**config.mk**
```make
export PLATFORM = sky130hd
export DESIGN_NAME = pipe_ctrl
export DESIGN_NICKNAME = d
export VERILOG_FILES = /design/src/rtl/pipe_ctrl.sv
export SDC_FILE = /design/constraint.sdc
export NUM_CORES = 1
export LEC_CHECK = 0
export ABC_AREA = 1
export CAP_MARGIN = 20
export CORE_MARGIN = 2
export CORE_UTILIZATION = 50
export CTS_CLUSTER_DIAMETER = 60
export CTS_CLUSTER_SIZE = 20
export DETAILED_ROUTE_END_ITERATION = 7
export GPL_TIMING_DRIVEN = 0
export MAX_ROUTING_LAYER = met4
export PLACE_DENSITY = 0.77
export SLEW_MARGIN = 10
export SYNTH_ARGS = -nofsm -noshare
export SYNTH_HDL_FRONTEND = slang
export SYNTH_SLANG_ARGS = --single-unit
```
**constraint.sdc**
```tcl
create_clock -name clk -period 5.2 [get_ports clk]
set_clock_uncertainty 0.2 [all_clocks]
set_input_delay 1.04 -clock clk [delete_from_list [all_inputs] [get_ports clk]]
set_output_delay 1.04 -clock clk [all_outputs]
set_load 0.01 [all_outputs]
```
**src/rtl/pipe_ctrl.sv**
```systemverilog
// pipe_ctrl: stall/flush sequencer for the 5-stage pipeline (load-use, redirect, memory wait, halt).
module pipe_ctrl #(
    parameter int unsigned MEM_TIMEOUT = 16,
    parameter int          XLEN        = 32
) (
    input  logic            clk,
    input  logic            rst_n,
    input  logic            load_use_hazard,
    input  logic            redirect_req,
    input  logic [XLEN-1:0] redirect_pc,
    input  logic            dmem_req,
    input  logic            dmem_ready,
    input  logic            halt_req,
    output logic            pc_en,
    output logic            if_id_en,
    output logic            id_ex_en,
    output logic            ex_mem_en,
    output logic            mem_wb_en,
    output logic            if_id_flush,
    output logic            id_ex_flush,
    output logic            pc_sel,
    output logic [XLEN-1:0] pc_target,
    output logic            halted,
    output logic            bus_error,
    output logic [31:0]     stall_cycles
);
    typedef enum logic [1:0] {RUN, MEM_WAIT, HALT} state_t;

    state_t          r_state, w_next;
    logic            r_pend_valid;
    logic [XLEN-1:0] r_pend_pc;
    logic [31:0]     r_wait_cnt, r_stall_cycles;
    logic [4:0]      w_en;
    logic            w_mem_stall, w_timeout;

    assign w_mem_stall = dmem_req & ~dmem_ready;
    assign w_timeout   = (MEM_TIMEOUT != 0) && (r_wait_cnt == MEM_TIMEOUT) && !dmem_ready;

    // w_en order: pc, if_id, id_ex, ex_mem, mem_wb
    always_comb begin
        w_en        = '1;
        if_id_flush = 1'b0;
        id_ex_flush = 1'b0;
        pc_sel      = 1'b0;
        pc_target   = '0;
        bus_error   = 1'b0;
        w_next      = r_state;
        case (r_state)
            RUN: begin
                if (w_mem_stall) begin
                    w_en   = '0;
                    w_next = MEM_WAIT;
                end else if (halt_req) begin
                    w_en        = 5'b01111;
                    if_id_flush = 1'b1;
                    id_ex_flush = 1'b1;
                    w_next      = HALT;
                end else if (redirect_req) begin
                    pc_sel      = 1'b1;
                    pc_target   = redirect_pc;
                    if_id_flush = 1'b1;
                    id_ex_flush = 1'b1;
                end else if (load_use_hazard) begin
                    w_en        = 5'b00111;
                    id_ex_flush = 1'b1;
                end
            end
            MEM_WAIT: begin
                if (!dmem_ready) begin
                    w_en      = '0;
                    bus_error = w_timeout;
                    w_next    = w_timeout ? HALT : MEM_WAIT;
                end else begin
                    w_next = RUN;
                    if (r_pend_valid) begin
                        pc_sel      = 1'b1;
                        pc_target   = r_pend_pc;
                        if_id_flush = 1'b1;
                        id_ex_flush = 1'b1;
                    end else if (load_use_hazard) begin
                        w_en        = 5'b00111;
                        id_ex_flush = 1'b1;
                    end
                end
            end
            HALT: begin
                w_en        = w_mem_stall ? 5'b00000 : 5'b00011;
                if_id_flush = 1'b1;
            end
            default: w_next = RUN;
        endcase
    end

    assign {pc_en, if_id_en, id_ex_en, ex_mem_en, mem_wb_en} = w_en;
    assign halted       = (r_state == HALT);
    assign stall_cycles = r_stall_cycles;

    always_ff @(posedge clk or negedge rst_n) begin
        if (!rst_n) begin
            r_state        <= RUN;
            r_pend_valid   <= 1'b0;
            r_pend_pc      <= '0;
            r_wait_cnt     <= '0;
            r_stall_cycles <= '0;
        end else begin
            r_state <= w_next;
            if (!pc_en && r_stall_cycles != 32'hFFFF_FFFF)
                r_stall_cycles <= r_stall_cycles + 32'd1;
            case (r_state)
                RUN: begin
                    if (w_mem_stall) begin
                        r_wait_cnt <= 32'd1;
                        if (redirect_req) begin
                            r_pend_valid <= 1'b1;
                            r_pend_pc    <= redirect_pc;
                        end
                    end
                end
                MEM_WAIT: begin
                    r_wait_cnt <= r_wait_cnt + 32'd1;
                    if (dmem_ready || w_timeout)
                        r_pend_valid <= 1'b0;
                end
                default: ;
            endcase
        end
    end
endmodule
```
Word level (Yosys, flattened, before mapping)
Cells that the tools add are included.

$lt $le $gt $ge: 0. Reductions and logical operators: 11. Equal/unequal tests: 8. Shift operators: 0. Multiplexer cells: 43. Div/mod/pow operators: 0. Bitwise logic cells: 3. Multipliers: 0. $add $sub $neg: 2.

Operators with widths (number): 2-to-1 mux 32 bit (6); case mux 32 bit (2 select lines) (2); adder 32 x 1 -> 32 bit, second input constant (2); equality test 32 x 5 -> 1 bit, second input constant (1); inequality test 32 bit, second input constant (1); 2-to-1 mux 5 bit (6); 2-to-1 mux 1 bit (18); case mux 5 bit (3 select lines) (1); 2-to-1 mux 2 bit (5); inequality test 2 bit, second input constant (3); case mux 1 bit (2 select lines) (3); case mux 2 bit (3 select lines) (1); AND reduction 2 bit (2); AND reduction 4 bit (1); inequality test 3 bit, second input constant (1); case mux 1 bit (3 select lines) (1); AND reduction 3 bit (1); equality test 2 x 1 -> 1 bit, second input constant (1); equality test 2 bit, second input constant (1); logical AND 1 bit (2); zero test 1 bit (2); zero test 2 bit (1); NOT 1 bit (2); nonzero test 2 bit (1); 2 further kinds (2).

Logic and storage cells: 72. Bits in read-only memories: 0. Output and inout bits: 74. Memory bits (writable): 0. Input bits: 39. Bits in latches: 0. Memories kept: 0. Register bits after elaboration: 99.

Logic depth before layout (Yosys ltp)
Gate-level depths: netlist of run 1.

Depth in word-level cells: 7. Gate-level depth with buffers: 12.

Worst setup path after synthesis of run 1
OpenSTA, ideal clock, no wires.

Kind: input to output. Start: in dmem_req. End: out pc_target[0]. Cell stages on the path: 8. Required time: 3.960 ns. Data arrival time: 1.913 ns. Path slack: 2.047 ns. Cell sequence: inv_1 nor2_1 nor2_1 nand2_1 inv_1 clkbuf_1 nand3_1 o21ai_0.

Cells in the longest elaborated chain, start to end: 3.

RTL lines: start, declared (line 11) `input logic dmem_req,`; AND 1 bit (line 36) `assign w_mem_stall = dmem_req & ~dmem_ready;`; 2-to-1 mux 32 bit (line 50) `if (w_mem_stall) begin`; case mux 32 bit (2 select lines) (line 48) `case (r_state)`; end, declared (line 22) `output logic [XLEN-1:0] pc_target,`.

No other way between the ends.

Worst setup path in the final report of run 1
Start: in dmem_ready. End: out pc_target[6].

Cells in the longest elaborated chain, start to end: 4.

RTL lines: start, declared (line 12) `input logic dmem_ready,`; NOT 1 bit (line 36); AND 1 bit (line 36); 2-to-1 mux 32 bit (line 50); case mux 32 bit (2 select lines) * (line 48).

Mark *: on every way between the ends. The rest lies on a longest branch, timed or not.

==> run summary, run 1 <==
The run finished with clean final reports. For this design, the CTS-stage hold fixing added 0 buffers. Combined global-route utilization of all metal layers: 27.28%. In the routed design, unresolved DRC markers number 0.

In this run the number of H-tree levels came out at 3. Summed over all nets, the switching power comes to 322.0 uW. The share of synthesized flip-flops with an asynchronous set or reset was 100.0%; the count of maximum capacitance violations was 0. The synthesized design contains 0 enable-type register cells. The detailed placement HPWL came out at 12660 um.

The logs give 9 for the clock buffer count from CTS and 0 for the initial antenna violation count. Number of setup buffers added after CTS: 0. The area growth from synthesis to layout is 26.20%. Dividing the detail-routed via count by the number of cells gives 5.180. Setup repair after global routing left no endpoint under its margin. The tools report the worst slack at placement as 709.5 ps. The clock network is responsible for 44.7% of the overall power. The tools report the pin count of the biggest net entering global routing as 65.

The share of synthesized area occupied by flip-flops and latches was 40.24%; the final cell utilization of the core was 64.68%. The ratio of final minimum period to clock period works out to 86.21%. For this design the ratio of total power to cell area is 193.5 nW/um^2. The first global-routing pass estimated 27710 um of wire. After the last flow step, the layout net total stands at 1083. STA classifies the critical path startpoint as an input port. The wire length reported by the detailed router is 16690 um. TritonCTS built the clock tree. The detailed router finished its first iteration with 495 violations. Gates resized during post-CTS repair numbered 0.

The tools report the count of different cell masters after synthesis as 37. The path class of the tightest hold or removal check is reg -> reg. Counting flops and latches in the post-synthesis netlist gives 99.

For the synthesized instance count, the log shows 918. Root cell of the clock tree: sky130_fd_sc_hd__clkbuf_16. The clock-pin transition on the worst setup and hold timing paths is 60 ps. Arrival time at the worst endpoint: 3240 ps. Once routing completed, OpenROAD measured the worst setup slack at 717.1 ps. Summed over all cells, the static leakage comes to 0.003722 uW.

At the end of routability-driven placement, the weighted congestion stood at 0.9480. By area the synthesized netlist is led by sky130_fd_sc_hd__dfrtp_1 40%, sky130_fd_sc_hd__nand2_1 20%, sky130_fd_sc_hd__o21ai_0 6.7%, sky130_fd_sc_hd__nor2_1 6.2%, sky130_fd_sc_hd__nand3_1 6.1%. The logs give 0 for the number of failing hold endpoints at the final stage and 99 for the number of clock sinks.

The via count of the first global-routing pass was 5827. The height of the chip is 115.0 um. Once the floorplan was initialized, standard cells occupied 51.25% of the core. Static timing analysis puts the maximum clock frequency at 0.2231 GHz.

Port buffering added 111 buffers. The most used flip-flop cell after synthesis is sky130_fd_sc_hd__dfrtp_1. Of the total power, combinational logic draws 4.0%. Setup violations remaining at the end of the flow were counted as 0. For this block, the via count after detailed routing is 6174. For the total chip power, the log shows 1504 uW. Library cell occupying the most area in the post-synthesis netlist: sky130_fd_sc_hd__dfrtp_1.

The synthesized area is 6156 sq um, and the number of diodes is 0. In this run the biggest area consumer among cell types represents 40.24% of the synthesized area. The logs give 3960 ps for the required time reported for the critical path endpoint and 51.2% for the sequential share of power. The tools report the final number of max-transition violations as 0.

The first-pass iteration count of the detailed router came out at 5. The synthesized netlist net count is 960, and the shortest clock period the worst path allows after layout is 4483 ps. The layout cell share with drive strength beyond 1 came out at 6.029%.

The mean post-synth cell area is 6.706 sq um, and the worst IR drop on VDD is 213.5 uV. The chip width works out to 115.0 um. The tools report the standard-cell row count as 40.

In this run the deepest clock path goes through 2 buffers. The logs give 0 for the number of warning messages in the yosys log and 0 for the remaining number of nets flagged by the antenna check after routing. The worst pin sits at a relative slew slack of 65.38%. The most common cell in the synthesized netlist is sky130_fd_sc_hd__nand2_1. Core area: 12010 sq um. The type of destination of the critical path was an output port. The detailed-route wire length per cell is 14.00 um. At the pin with the least slew margin, the transition time is 519.3 ps. The switching power share of the total is 21.42%. Counting instances in the post-synthesis netlist gives the leading cell types as 322 x sky130_fd_sc_hd__nand2_1, 102 x sky130_fd_sc_hd__nor2_1, 99 x sky130_fd_sc_hd__dfrtp_1, 94 x sky130_fd_sc_hd__inv_1, 83 x sky130_fd_sc_hd__o21ai_0.

At the later pin of the worst-skew pair, clock insertion delay measures 350 ps. Along the worst path, the maximum fanout reaches 10. The tools report the aggregate global routing overflow as 0.

The die covers 13220 sq um. The internal power of the cells totals 1182 uW. Critical path class: in -> out. During I/O placement, the number of pins put on the boundary was 113.
## final timing paths
path                                     start                to  slack [ps]  cells after the start
worst max-delay path                dmem_ready      pc_target[6]         720                      9
worst min-delay path            r_wait_cnt[31]    r_wait_cnt[31]         310                      2
worst max register to register      r_state[0]     r_pend_pc[30]        3080                      7
worst min register to register  r_wait_cnt[31]    r_wait_cnt[31]         310                      2
max in group asynchronous                rst_n  stall_cycles[25]        3670                      2
min in group asynchronous                rst_n    r_wait_cnt[23]         450                      1
## area by class of cell
| cell class | count | area, sq um |
|---|---|---|
| clock buffers | 10 | 239.0 |
| plain buffers | 29 | 145.1 |
| clock inverters | 5 | 53.80 |
| well taps | 147 | 183.9 |
| inverters | 103 | 389.1 |
| flip-flops and latches | 99 | 2477 |
| multi-input cells | 687 | 3144 |
| fillers | 1104 | 4243 |
| repair buffers | 112 | 1136 |
## layer usage
metal	part of all wire, %	track usage, %	up-vias
met5	0	-	-
met2	47	42.00	167
met3	4.7	4.375	38
met4	3.2	11.41	0
met1	45	35.94	2831
li1	-	-	3138
## placed cells by master, fill, tap and decap left out, types with 4 or more instances in the layout
cell type,n
sky130_fd_sc_hd__nand2_1,322
sky130_fd_sc_hd__clkdlybuf4s50_1,110
sky130_fd_sc_hd__nor2_1,102
sky130_fd_sc_hd__dfrtp_1,99
sky130_fd_sc_hd__inv_1,94
sky130_fd_sc_hd__o21ai_0,83
sky130_fd_sc_hd__nand3_1,75
sky130_fd_sc_hd__xor2_1,15
sky130_fd_sc_hd__nor3_1,15
sky130_fd_sc_hd__clkbuf_1,14
sky130_fd_sc_hd__o21ai_1,9
sky130_fd_sc_hd__a21oi_1,9
sky130_fd_sc_hd__nor2_2,9
sky130_fd_sc_hd__clkbuf_16,9
sky130_fd_sc_hd__xnor2_1,8
sky130_fd_sc_hd__buf_2,8
sky130_fd_sc_hd__inv_2,8
sky130_fd_sc_hd__nand4_1,6
sky130_fd_sc_hd__nor3_2,5
sky130_fd_sc_hd__o22ai_1,5
sky130_fd_sc_hd__buf_4,4
sky130_fd_sc_hd__nand3b_1,4
## metrics by stage
stage,hold WS (ps),TNS [ps],cells,instance area [sq um]
after floorplan,271.3,0,918,6156
after global placement,286.0,-88300,1176,7451
after detailed placement,298.1,0,1177,7476
after CTS,316.1,0,1192,7769
after global routing,344.5,0,1192,7769
final,314.8,0,1192,7769
## sequential cells by signal, indices dropped and copies added, names as in the netlist
name          cells
r_state           2
stall_cycles     32
r_wait_cnt       32
r_pend_pc        32
r_pend_valid      1
## power by group through the flow
stage,Clock (uW),Sequential (uW),Combinational (uW)
final,673,770,60.8
after global routing,715,770,67.4
after CTS,688,770,62.1
after detailed placement,0,785,61.8
after global placement,0,785,58.8
after floorplan,0,785,7.92
## critical path, cell delays in order
cell and delay, ps:
sky130_fd_sc_hd__clkdlybuf4s50_1 520, sky130_fd_sc_hd__nor2_1 110, sky130_fd_sc_hd__nor2_1 90, sky130_fd_sc_hd__nand2_1 120
sky130_fd_sc_hd__inv_1 150, sky130_fd_sc_hd__clkbuf_1 390, sky130_fd_sc_hd__nand3_1 110, sky130_fd_sc_hd__o21ai_0 120
sky130_fd_sc_hd__clkdlybuf4s50_1 590
## kinds of logic (layout without fill, tap and decap cells)
group / count (synthesis) / after routing / share of synthesized area (%)
AND/OR/NAND/NOR: 548 / 548 / 37.62
buffers and inverters: 132 / 259 / 8.679
AO/OA/AOI/OAI: 113 / 113 / 9.573
flip-flops: 99 / 99 / 40.24
XOR/XNOR: 23 / 23 / 3.272
adder cells (fa/ha/maj): 3 / 3 / 0.6098
Power figures use the tool's default switching activity.
==> run 2: changes to the inputs <==
--- a/config.mk
+++ b/config.mk
@@ -6,7 +6,7 @@
 export NUM_CORES = 1
 export LEC_CHECK = 0
 export ABC_AREA = 1
-export CAP_MARGIN = 20
+export CAP_MARGIN = 40
 export CORE_MARGIN = 2
 export CORE_UTILIZATION = 50
 export CTS_CLUSTER_DIAMETER = 60
==> constraint.sdc (replaced) <==
create_clock -name clk -period 4.99 [get_ports clk]
set_clock_uncertainty 0.2 [all_clocks]
set_input_delay 0.998 -clock clk [delete_from_list [all_inputs] [get_ports clk]]
set_output_delay 0.998 -clock clk [all_outputs]
set_load 0.01 [all_outputs]
==> results of run 2 <==
The final DEF is identical to that of run 1. Status: completed.
Among the figures that moved: setup slack after placement 709.5 ps -> 583.5 ps; setup slack after layout 717.1 ps -> 591.1 ps; register-to-register setup slack 3080 ps -> 2870 ps; total power 1504 uW -> 1567 uW; worst IR drop on VDD 213.5 uV -> 222.5 uV
